===== config.mk =====
export PLATFORM = sky130hd
export DESIGN_NAME = video_cap_tpg
export DESIGN_NICKNAME = d
export VERILOG_FILES = /design/src/rtl/video_cap_pkg.sv /design/src/rtl/video_cap_tpg_pattern.sv /design/src/rtl/video_cap_tpg.sv
export SDC_FILE = /design/constraint.sdc
export NUM_CORES = 1
export LEC_CHECK = 0
export ABC_AREA = 1
export CAP_MARGIN = 10
export CORE_MARGIN = 1
export CORE_UTILIZATION = 30
export DETAILED_ROUTE_END_ITERATION = 10
export GPL_ROUTABILITY_DRIVEN = 0
export HOLD_SLACK_MARGIN = 0.05
export PLACE_DENSITY = 0.58
export SETUP_SLACK_MARGIN = 0.02
export SLEW_MARGIN = 20
export SYNTH_ARGS = -nofsm -noshare
export SYNTH_HDL_FRONTEND = slang
export SYNTH_HIERARCHICAL = 1
export SYNTH_SLANG_ARGS = --single-unit

===== constraint.sdc =====
create_clock -name axi_aclk -period 2.01 [get_ports axi_aclk]
set_input_delay 0.402 -clock axi_aclk [delete_from_list [all_inputs] [get_ports axi_aclk]]
set_output_delay 0.402 -clock axi_aclk [all_outputs]
set_load 0.005 [all_outputs]

===== src/rtl/video_cap_pkg.sv =====
// rtl/video_cap_pkg.sv - shared types, pattern codes, bar colours and widths for the video test pattern generator
package video_cap_pkg;

  typedef enum logic [1:0] {
    ST_IDLE   = 2'd0,
    ST_VBLANK = 2'd1,
    ST_ACTIVE = 2'd2,
    ST_HBLANK = 2'd3
  } tpg_state_e;

  typedef enum logic [1:0] {
    PAT_BARS   = 2'd0,
    PAT_RAMP   = 2'd1,
    PAT_MOVING = 2'd2,
    PAT_SOLID  = 2'd3
  } pattern_e;

  localparam logic [23:0] BAR_WHITE   = 24'hFFFFFF;
  localparam logic [23:0] BAR_YELLOW  = 24'hFFFF00;
  localparam logic [23:0] BAR_CYAN    = 24'h00FFFF;
  localparam logic [23:0] BAR_GREEN   = 24'h00FF00;
  localparam logic [23:0] BAR_MAGENTA = 24'hFF00FF;
  localparam logic [23:0] BAR_RED     = 24'hFF0000;
  localparam logic [23:0] BAR_BLUE    = 24'h0000FF;
  localparam logic [23:0] BAR_BLACK   = 24'h000000;

  localparam int H_ACTIVE_DEF = 1920;
  localparam int V_ACTIVE_DEF = 1080;
  localparam int V_BLANK_DEF  = 45000;

  localparam int X_W     = $clog2(H_ACTIVE_DEF);
  localparam int Y_W     = $clog2(V_ACTIVE_DEF);
  localparam int BLANK_W = $clog2(V_BLANK_DEF);

  function automatic logic [23:0] bar_colour(input logic [2:0] idx);
    case (idx)
      3'd0:    return BAR_WHITE;
      3'd1:    return BAR_YELLOW;
      3'd2:    return BAR_CYAN;
      3'd3:    return BAR_GREEN;
      3'd4:    return BAR_MAGENTA;
      3'd5:    return BAR_RED;
      3'd6:    return BAR_BLUE;
      default: return BAR_BLACK;
    endcase
  endfunction

endpackage


===== src/rtl/video_cap_tpg_pattern.sv =====
// rtl/video_cap_tpg_pattern.sv - combinational pixel function for the test pattern generator
module video_cap_tpg_pattern
  import video_cap_pkg::*;
(
  input  pattern_e    pattern,
  input  logic [7:0]  x,
  input  logic [7:0]  y,
  input  logic [2:0]  bar_idx,
  input  logic [7:0]  frame_cnt,
  input  logic [23:0] solid,
  output logic [23:0] pixel
);

  always_comb begin
    pixel = '0;
    case (pattern)
      PAT_BARS:   pixel = bar_colour(bar_idx);
      PAT_RAMP:   pixel = {x, x, x};
      PAT_MOVING: pixel = {frame_cnt, y, x};
      default:    pixel = solid;
    endcase
  end

endmodule


===== src/rtl/video_cap_tpg.sv =====
// rtl/video_cap_tpg.sv - synthetic AXI4-Stream video source with SOF/EOL framing and VSYNC
module video_cap_tpg
  import video_cap_pkg::*;
#(
  parameter int H_ACTIVE     = H_ACTIVE_DEF,
  parameter int V_ACTIVE     = V_ACTIVE_DEF,
  parameter int H_BLANK      = 280,
  parameter int V_BLANK      = V_BLANK_DEF,
  parameter int VSYNC_CYCLES = 200
) (
  input  logic        axi_aclk,
  input  logic        axi_aresetn,
  input  logic        ctrl_enable,
  input  logic        ctrl_soft_reset,
  input  logic [1:0]  ctrl_pattern,
  input  logic [23:0] ctrl_solid_rgb,
  output logic [23:0] m_axis_tdata,
  output logic        m_axis_tvalid,
  input  logic        m_axis_tready,
  output logic        m_axis_tlast,
  output logic        m_axis_tuser,
  output logic        vid_vsync,
  output logic [15:0] sts_frame_cnt,
  output logic        sts_busy
);

  localparam logic [X_W-1:0]     X_LAST   = X_W'(H_ACTIVE - 1);
  localparam logic [X_W-1:0]     BAR_LAST = X_W'(H_ACTIVE / 8 - 1);
  localparam logic [Y_W-1:0]     Y_LAST   = Y_W'(V_ACTIVE - 1);
  localparam logic [BLANK_W-1:0] VB_LAST  = BLANK_W'(V_BLANK - 1);
  localparam logic [BLANK_W-1:0] HB_LAST  = BLANK_W'(H_BLANK - 1);
  localparam logic [BLANK_W-1:0] VS_LAST  = BLANK_W'(VSYNC_CYCLES - 1);
  localparam logic               VSYNC_ON = (VSYNC_CYCLES > 0);

  tpg_state_e          state, state_d;
  logic [X_W-1:0]      x, x_d, bar_cnt, bar_cnt_d;
  logic [Y_W-1:0]      y, y_d;
  logic [2:0]          bar_idx, bar_idx_d;
  logic [BLANK_W-1:0]  blank_cnt, blank_cnt_d;
  logic [15:0]         frame_cnt, frame_cnt_d;
  pattern_e            pat_q, pat_d, pat_src;
  logic [23:0]         solid_q, solid_d, solid_src, pixel;
  logic                tvalid_d, tlast_d, tuser_d, vsync_d, load, hs;

  assign hs            = m_axis_tvalid && m_axis_tready;
  assign sts_frame_cnt = frame_cnt;
  assign sts_busy      = (state != ST_IDLE);

  // x_d/y_d/bar_idx_d always name the beat that gets loaded when load is set
  always_comb begin
    state_d     = state;
    x_d         = x;
    y_d         = y;
    bar_idx_d   = bar_idx;
    bar_cnt_d   = bar_cnt;
    blank_cnt_d = blank_cnt;
    frame_cnt_d = frame_cnt;
    pat_d       = pat_q;
    solid_d     = solid_q;
    pat_src     = pat_q;
    solid_src   = solid_q;
    tvalid_d    = m_axis_tvalid;
    tlast_d     = m_axis_tlast;
    tuser_d     = m_axis_tuser;
    vsync_d     = 1'b0;
    load        = 1'b0;

    case (state)
      ST_IDLE: begin
        if (ctrl_enable) begin
          state_d     = ST_VBLANK;
          blank_cnt_d = '0;
          vsync_d     = VSYNC_ON;
        end
      end

      ST_VBLANK: begin
        vsync_d   = VSYNC_ON && (blank_cnt < VS_LAST);
        pat_src   = pattern_e'(ctrl_pattern);
        solid_src = ctrl_solid_rgb;
        if (blank_cnt == VB_LAST) begin
          state_d = ST_ACTIVE;
          pat_d   = pattern_e'(ctrl_pattern);
          solid_d = ctrl_solid_rgb;
          load    = 1'b1;
        end else begin
          blank_cnt_d = blank_cnt + 1'b1;
        end
      end

      ST_HBLANK: begin
        if (blank_cnt == HB_LAST) begin
          state_d = ST_ACTIVE;
          load    = 1'b1;
        end else begin
          blank_cnt_d = blank_cnt + 1'b1;
        end
      end

      default: begin
        if (hs) begin
          if (x == X_LAST) begin
            x_d       = '0;
            bar_idx_d = '0;
            bar_cnt_d = '0;
            if (y == Y_LAST) begin
              y_d         = '0;
              frame_cnt_d = frame_cnt + 16'd1;
              blank_cnt_d = '0;
              tvalid_d    = 1'b0;
              tlast_d     = 1'b0;
              tuser_d     = 1'b0;
              if (ctrl_enable) begin
                state_d = ST_VBLANK;
                vsync_d = VSYNC_ON;
              end else begin
                state_d = ST_IDLE;
              end
            end else begin
              y_d = y + 1'b1;
              if (H_BLANK == 0) begin
                load = 1'b1;
              end else begin
                state_d     = ST_HBLANK;
                blank_cnt_d = '0;
                tvalid_d    = 1'b0;
                tlast_d     = 1'b0;
                tuser_d     = 1'b0;
              end
            end
          end else begin
            x_d  = x + 1'b1;
            load = 1'b1;
            if (bar_cnt == BAR_LAST) begin
              bar_idx_d = bar_idx + 3'd1;
              bar_cnt_d = '0;
            end else begin
              bar_cnt_d = bar_cnt + 1'b1;
            end
          end
        end
      end
    endcase

    if (load) begin
      tvalid_d = 1'b1;
      tlast_d  = (x_d == X_LAST);
      tuser_d  = (x_d == '0) && (y_d == '0);
    end
  end

  video_cap_tpg_pattern u_pattern (
    .pattern   (pat_src),
    .x         (x_d[7:0]),
    .y         (y_d[7:0]),
    .bar_idx   (bar_idx_d),
    .frame_cnt (frame_cnt[7:0]),
    .solid     (solid_src),
    .pixel     (pixel)
  );

  // soft reset aborts mid-beat; only safe because the bridge shares it
  always_ff @(posedge axi_aclk) begin
    if (!axi_aresetn || ctrl_soft_reset) begin
      state         <= ST_IDLE;
      x             <= '0;
      y             <= '0;
      bar_idx       <= '0;
      bar_cnt       <= '0;
      blank_cnt     <= '0;
      frame_cnt     <= '0;
      pat_q         <= PAT_BARS;
      solid_q       <= '0;
      m_axis_tdata  <= '0;
      m_axis_tvalid <= 1'b0;
      m_axis_tlast  <= 1'b0;
      m_axis_tuser  <= 1'b0;
      vid_vsync     <= 1'b0;
    end else begin
      state         <= state_d;
      x             <= x_d;
      y             <= y_d;
      bar_idx       <= bar_idx_d;
      bar_cnt       <= bar_cnt_d;
      blank_cnt     <= blank_cnt_d;
      frame_cnt     <= frame_cnt_d;
      pat_q         <= pat_d;
      solid_q       <= solid_d;
      m_axis_tvalid <= tvalid_d;
      m_axis_tlast  <= tlast_d;
      m_axis_tuser  <= tuser_d;
      vid_vsync     <= vsync_d;
      if (load) m_axis_tdata <= pixel;
    end
  end

endmodule


==> results.sh, run 1 <==
export IMPL_run_status="finished, final reports clean"
export IMPL_synth_largest_area_cell="sky130_fd_sc_hd__dfxtp_1"
export IMPL_routed_wirelength_mm=21.43
export IMPL_finalWorstPathRequiredPeriod_ps=1904
export IMPL_ys_warnings_count=6
export IMPL_starting_density=0.3083
export IMPL_drt_pass1_iter_count=5
export IMPL_leakagePower_nw=3.791
export IMPL_finalNetCount=1288
export IMPL_ctsHtreeMaxLevel=4
export IMPL_insertedDiodeCount=0
export IMPL_cts_tree="done"
export IMPL_areaGrowthSynthToFinish_pct=38.93
export IMPL_worst_clock_skew_ps=15.12
export IMPL_power_density_mw_per_mm2=577.7
export IMPL_timing_rr_start="x[0]"
export IMPL_end_kind="flip-flop"
export IMPL_num_vias=7540
export IMPL_syn_instance_count=1072
export IMPL_worstHoldStart="solid_q[11]"
export IMPL_portbufs=75
export IMPL_io_pins=76
export IMPL_antenna_found_initial=0
export IMPL_synth_avg_cell_area_um2=6.571
export IMPL_nFillCells=2388
export IMPL_dpl_cell_count=1529
export IMPL_power_share_combinational=0.057
export IMPL_worst_ir_drop_vdd_v=0.0004472
export IMPL_critical_path_max_fanout=12
export IMPL_synth_enable_flop_cells=0
export IMPL_floorplan_rows=55
export IMPL_ff_latch_area_mm2=0.002501
export IMPL_grt_pass1_vias=6904
export IMPL_layout_cell_share_with_drive_strength_beyond_1=0.2112
export IMPL_synth_main_ff_cell="sky130_fd_sc_hd__dfxtp_1"
export IMPL_critical_path_arrival_ps=2210
export IMPL_global_route_wire_length_before_repair_mm=34.54
export IMPL_clock_path_buffers=2
export IMPL_die_h_um=155.2
export IMPL_unrepaired_setup_endpoints_after_global_routing="true"
export IMPL_multi_input_area_mm2=0.004054
export IMPL_final_max_slew_violation_count=0
export IMPL_grt_start_max_net_pins=53
export IMPL_core_area_mm2=0.02285
export IMPL_final_area_mm2=0.009787
export IMPL_max_cap_violations=0
export IMPL_synth_async_reset_ratio=0
export IMPL_cts_root_buffer="sky130_fd_sc_hd__clkbuf_16"
export IMPL_ratio_of_routed_vias_to_standard_cells=4.781
export IMPL_die_area_mm2=0.02410
export IMPL_first_iter_violations=437
export IMPL_grt_overflow_total=0
export IMPL_postPlaceCellArea_mm2=0.008866
export IMPL_synth_area_mm2=0.007044
export IMPL_path_clk_slew_ps=60
export IMPL_quantity_of_hold_fixing_buffers_added_after_cts=0
export IMPL_hpwl_mm=15.96
export IMPL_p_int_mw=4.196
export IMPL_yosysUniqueCellTypes=46
export IMPL_fp_dieW_um=155.2
export IMPL_critical_path_startpoint="x[0]"
export IMPL_utilization=0.4284
export IMPL_final_cells=1577
export IMPL_power_mw=5.654
export IMPL_critPathRequiredTime_ps=2320
export IMPL_setup_viol_count_final=0
export IMPL_cts_sinks=124
export IMPL_worst_pin_slew_ps=483.1
export IMPL_antenna_violating_nets_post_route=0
export IMPL_yosys_area_top_type_share=0.3524
export IMPL_fmax_mhz=525.3
export IMPL_path_class="flip-flop to flip-flop"
export IMPL_timing_max_slew_rel_slack=0.6780
export IMPL_clockPowerShare=0.508
export IMPL_final_min_period_over_clock_period=0.9471
export IMPL_net_switching_power_mw=1.458
export IMPL_sequential_element_share_of_the_synthesized_area=0.3524
export IMPL_sw_frac_of_total=0.2579
export IMPL_power_frac_seq=0.435
export IMPL_clock_latency_ps=430
export IMPL_numCtsBuffers=17
export IMPL_drt_wirelength_per_cell_um=13.59
export IMPL_cp_start_kind="flip-flop"
export IMPL_grt_util_all_layers=0.1807
export IMPL_hold_path_class="flip-flop to flip-flop"
export IMPL_final_hold_viol_count=0
export IMPL_drc=0
export IMPL_postSynthRegisterBits=124
export IMPL_synth_fp_nets=1109
export IMPL_netlist_top_cells_area="sky130_fd_sc_hd__dfxtp_1, sky130_fd_sc_hd__nand2_1, sky130_fd_sc_hd__nand3_1, sky130_fd_sc_hd__a21oi_1, sky130_fd_sc_hd__inv_1"
Yosys cell counts (8+ instances only):
library cell and instances:
sky130_fd_sc_hd__clkbuf_1 23, sky130_fd_sc_hd__nand2_1 245, sky130_fd_sc_hd__nand4_1 42, sky130_fd_sc_hd__inv_1 123, sky130_fd_sc_hd__o21ai_0 70, sky130_fd_sc_hd__nand2_2 10
sky130_fd_sc_hd__inv_2 8, sky130_fd_sc_hd__nand3_1 115, sky130_fd_sc_hd__nor2_1 97, sky130_fd_sc_hd__a21oi_1 95, sky130_fd_sc_hd__nor3_1 25, sky130_fd_sc_hd__dfxtp_1 124
sky130_fd_sc_hd__xor2_1 10
metrics by stage:
stage	hold slack (ps)	worst slack [ps]	TNS [ps]
2_1_floorplan	424.5	83.91	0
3_3_place_gp	431.5	-465.9	-15270
3_5_place_dp	436.2	-431.6	-16040
4_1_cts	445.9	6.558	0
5_1_grt	465.8	-12.42	-21.66
6_report	444.8	106.3	0
routing by layer:
layer	global-route usage	up-vias	routed length (µm)
met5	0	-	0
met4	0.06723	0	442
met3	0.03844	35	884
met2	0.2945	192	10010
met1	0.2342	3403	10100
li1	-	3910	-
layout make-up:
cell class,count,share of cell area
multi-input cells,773,0.4142
flip-flops and latches,124,0.2556
repair buffers,201,0.1828
inverters,134,0.05242
clock buffers,18,0.04385
well taps,313,0.04002
clock inverters,14,0.01112
flip-flops by register name, summed over array words and instances, names as in the netlist:
name	flops
pat_q	2
m_axis_tlast	1
y	11
blank_cnt	16
x	11
vid_vsync	1
m_axis_tvalid	1
sts_frame_cnt	16
state	2
bar_idx	3
m_axis_tdata	24
bar_cnt	11
solid_q	24
m_axis_tuser	1
cell families (layout without fill, tap and decap cells):
group                    Yosys count  in the layout  share of synthesized area
flip-flops                       124            124                     0.3524
adder cells (fa/ha/maj)            6              6                    0.01066
XOR/XNOR                          11             11                    0.01368
AND/OR/NAND/NOR                  568            569                     0.3780
buffers and inverters            176            367                     0.1050
AO/OA/AOI/OAI                    187            187                     0.1403
layout by cell type (no fill, tap or decap), drive strengths merged, types with 2 or more instances in the layout:
cell type / n
nor3: 30
and3: 3
nor4: 4
dfxtp: 124
nand3: 119
nor2: 109
xor2: 10
ha: 6
clkinv: 7
clkinvlp: 2
nand4: 44
a221oi: 2
o21ai: 76
buf: 126
a211oi: 4
nand2: 257
inv: 139
clkdlybuf4s50: 74
a21oi: 95
clkbuf: 18
or2: 2
a31oi: 4
repair_timing:
action,in CTS,in global routing
buffers inserted,3,12
endpoints found under the hold margin,0,0
gates resized for setup,12,71
setup endpoints to repair,20,51
pin swaps,2,35
gates cloned,0,1
final timing paths:
path | slack (ps) | endpoint | cells after the start
worst max-delay path | 110 | blank_cnt[6] | 11
worst min-delay path | 440 | solid_q[11] | 2
worst max register to register | 110 | blank_cnt[6] | 11
worst min register to register | 440 | solid_q[11] | 2
power groups by stage:
| stage | Sequential [mW] | Combinational (mW) | Clock, mW |
|---|---|---|---|
| after floorplan | 2.52 | 0.163 | 0 |
| after global placement | 2.52 | 0.307 | 0 |
| after detailed placement | 2.52 | 0.306 | 0 |
| after CTS | 2.46 | 0.308 | 2.93 |
| after global routing | 2.46 | 0.357 | 3.04 |
| final | 2.46 | 0.323 | 2.87 |
critical path, stage by stage, from the launching register on:
cell and delay [ps]:
sky130_fd_sc_hd__dfxtp_4 370, sky130_fd_sc_hd__ha_4 160, sky130_fd_sc_hd__nand3_4 100, sky130_fd_sc_hd__nor2_8 140, sky130_fd_sc_hd__buf_4 130, sky130_fd_sc_hd__nand3_2 100, sky130_fd_sc_hd__nand2_1 90, sky130_fd_sc_hd__inv_2 60
sky130_fd_sc_hd__nor3_4 180, sky130_fd_sc_hd__inv_4 120, sky130_fd_sc_hd__o21ai_4 250, sky130_fd_sc_hd__nor3_1 90
No activity file was read; power rests on OpenSTA's default activity.
==> inputs of run 2 (changes only) <==
--- a/config.mk
+++ b/config.mk
@@ -13,6 +13,7 @@
 export GPL_ROUTABILITY_DRIVEN = 0
 export HOLD_SLACK_MARGIN = 0.05
 export PLACE_DENSITY = 0.58
+export RECOVER_POWER = 25
 export SETUP_SLACK_MARGIN = 0.02
 export SLEW_MARGIN = 20
 export SYNTH_ARGS = -nofsm -noshare
==> results.sh, run 2 (synthesis results as in run 1) <==
export IMPL_power_density_mw_per_mm2=577.8
export IMPL_multi_input_area_mm2=0.004051
export IMPL_grt_start_max_net_pins=53
export IMPL_layout_cells_most_common_list="sky130_fd_sc_hd__nand2_1, sky130_fd_sc_hd__inv_1, sky130_fd_sc_hd__buf_4"
export IMPL_reg2reg_to="blank_cnt[6]"
export IMPL_path_class="flip-flop to flip-flop"
export IMPL_hold_path_class="flip-flop to flip-flop"
export IMPL_drt_wirelength_per_cell_um=13.59
export IMPL_cts_sinks=124
export IMPL_clock_latency_ps=430
export IMPL_dpl_cell_count=1529
export IMPL_antenna_found_initial=0
export IMPL_starting_density=0.3083
export IMPL_final_min_period_over_clock_period=0.9471
export IMPL_timing_max_slew_rel_slack=0.6870
export IMPL_hpwl_mm=15.96
export IMPL_antenna_violating_nets_post_route=0
export IMPL_nFillCells=2388
export IMPL_r2r_setup_slack_ps=110
export IMPL_floorplan_rows=55
export IMPL_path_clk_slew_ps=60
export IMPL_worst_pin_slew_ps=465.2
export IMPL_drt_pass1_iter_count=5
export IMPL_finalWorstPathRequiredPeriod_ps=1904
export IMPL_cp_start_kind="flip-flop"
export IMPL_max_cap_violations=0
export IMPL_num_vias=7551
export IMPL_core_area_mm2=0.02285
export IMPL_grt_util_all_layers=0.1807
export IMPL_die_area_mm2=0.02410
export IMPL_fp_dieW_um=155.2
export IMPL_leakagePower_nw=3.833
export IMPL_cts_root_buffer="sky130_fd_sc_hd__clkbuf_16"
export IMPL_end_kind="flip-flop"
export IMPL_ctsHtreeMaxLevel=4
export IMPL_final_max_slew_violation_count=0
export IMPL_worst_r2r_cell_count=11
export IMPL_worst_ir_drop_vdd_v=0.0004474
export IMPL_cts_tree="done"
export IMPL_layout_cell_share_with_drive_strength_beyond_1=0.2104
export IMPL_insertedDiodeCount=0
export IMPL_die_h_um=155.2
export IMPL_unrepaired_setup_endpoints_after_global_routing="true"
export IMPL_setup_total_negative_slack_ps=0
export IMPL_critical_path_max_fanout=12
export IMPL_grt_pass1_vias=6904
export IMPL_ff_latch_area_mm2=0.002501
export IMPL_critical_path_arrival_ps=2210
export IMPL_quantity_of_hold_fixing_buffers_added_after_cts=0
export IMPL_critical_path_startpoint="x[0]"
export IMPL_final_hold_viol_count=0
export IMPL_areaGrowthSynthToFinish_pct=38.90
export IMPL_routed_wirelength_mm=21.43
export IMPL_ratio_of_routed_vias_to_standard_cells=4.788
export IMPL_first_iter_violations=452
export IMPL_critPathRequiredTime_ps=2310
export IMPL_finalNetCount=1288
export IMPL_final_cells=1577
export IMPL_io_pins=76
export IMPL_clock_path_buffers=2
export IMPL_endpoint="blank_cnt[6]"
export IMPL_portbufs=75
export IMPL_timing_rr_start="x[0]"
export IMPL_setup_viol_count_final=0
export IMPL_power_mw=5.653
export IMPL_grt_overflow_total=0
export IMPL_run_status="finished, final reports clean"
export IMPL_fmax_mhz=525.3
export IMPL_layout_top_registers="m_axis_tdata: 24 flops, solid_q: 24 flops"
export IMPL_numCtsBuffers=17
export IMPL_global_route_wire_length_before_repair_mm=34.54
export IMPL_layout_commonest_cell="sky130_fd_sc_hd__nand2_1"
export IMPL_drc=0
export IMPL_worst_clock_skew_ps=15.28
[run 2: changes by cell type in the layout (fill, tap and decap cells not counted), sizes merged]
cell,delta
dlygate4sd3,+12
buf,-1
clkbuf,+1
clkdlybuf4s50,-12
[run 2: stage by stage]
| stage | instance area (µm²) | worst slack, ps | hold slack (ps) | utilization |
|---|---|---|---|---|
| after CTS | 9458 | 6.558 | 445.9 | 0.4140 |
| after detailed placement | 8866 | -431.6 | 436.2 | 0.3881 |
| after global routing | 9784 | -12.42 | 465.8 | 0.4283 |
| after floorplan | 7044 | 83.91 | 424.5 | - |
| final | 9784 | 106.4 | 444.8 | 0.4283 |
| after global placement | 8866 | -465.9 | 431.5 | 0.3881 |
[run 2: repair_timing]
item,in CTS,in global routing
pin swaps,2,35
buffers inserted,3,12
resized for setup,12,71
endpoints found under the setup margin,20,51
cloned,0,1
[run 2: metal layers]
layer | wire [µm] | GRT usage
met5 | 0 | 0
met4 | 500 | 0.06723
met3 | 937 | 0.03844
met2 | 9960 | 0.2945
met1 | 10030 | 0.2342
[run 2: area by class of cell]
class | instances | share of cell area
repair buffers | 201 | 0.1829
clock inverters | 14 | 0.01113
flip-flops and latches | 124 | 0.2556
multi-input cells | 773 | 0.4141
clock buffers | 18 | 0.04386
well taps | 313 | 0.04003
inverters | 134 | 0.05243
[run 2: worst max-delay path, cell delays in order, from the launching register on]
cell	delay [ps]
sky130_fd_sc_hd__dfxtp_4	370
sky130_fd_sc_hd__ha_4	160
sky130_fd_sc_hd__nand3_4	100
sky130_fd_sc_hd__nor2_8	140
sky130_fd_sc_hd__buf_4	130
sky130_fd_sc_hd__nand3_2	100
sky130_fd_sc_hd__nand2_1	90
sky130_fd_sc_hd__inv_2	60
sky130_fd_sc_hd__nor3_4	180
sky130_fd_sc_hd__inv_4	120
sky130_fd_sc_hd__o21ai_4	250
sky130_fd_sc_hd__nor3_1	90
[run 2: power breakdown]
part,leakage (nW),switching [mW],internal (mW)
clock network,0.262,1.27,1.59
registers,1.01,0.00226,2.46
logic,2.57,0.181,0.142
total,3.83,1.46,4.20
[run 2: worst min path at each step]
stage | to | start | cells after the start
finish | solid_q[11] | solid_q[11] | 2
global placement | solid_q[20] | solid_q[20] | 2
CTS | solid_q[20] | solid_q[20] | 2
detailed placement | solid_q[20] | solid_q[20] | 2
floorplan | solid_q[10] | solid_q[10] | 2
global route | solid_q[8] | solid_q[8] | 2
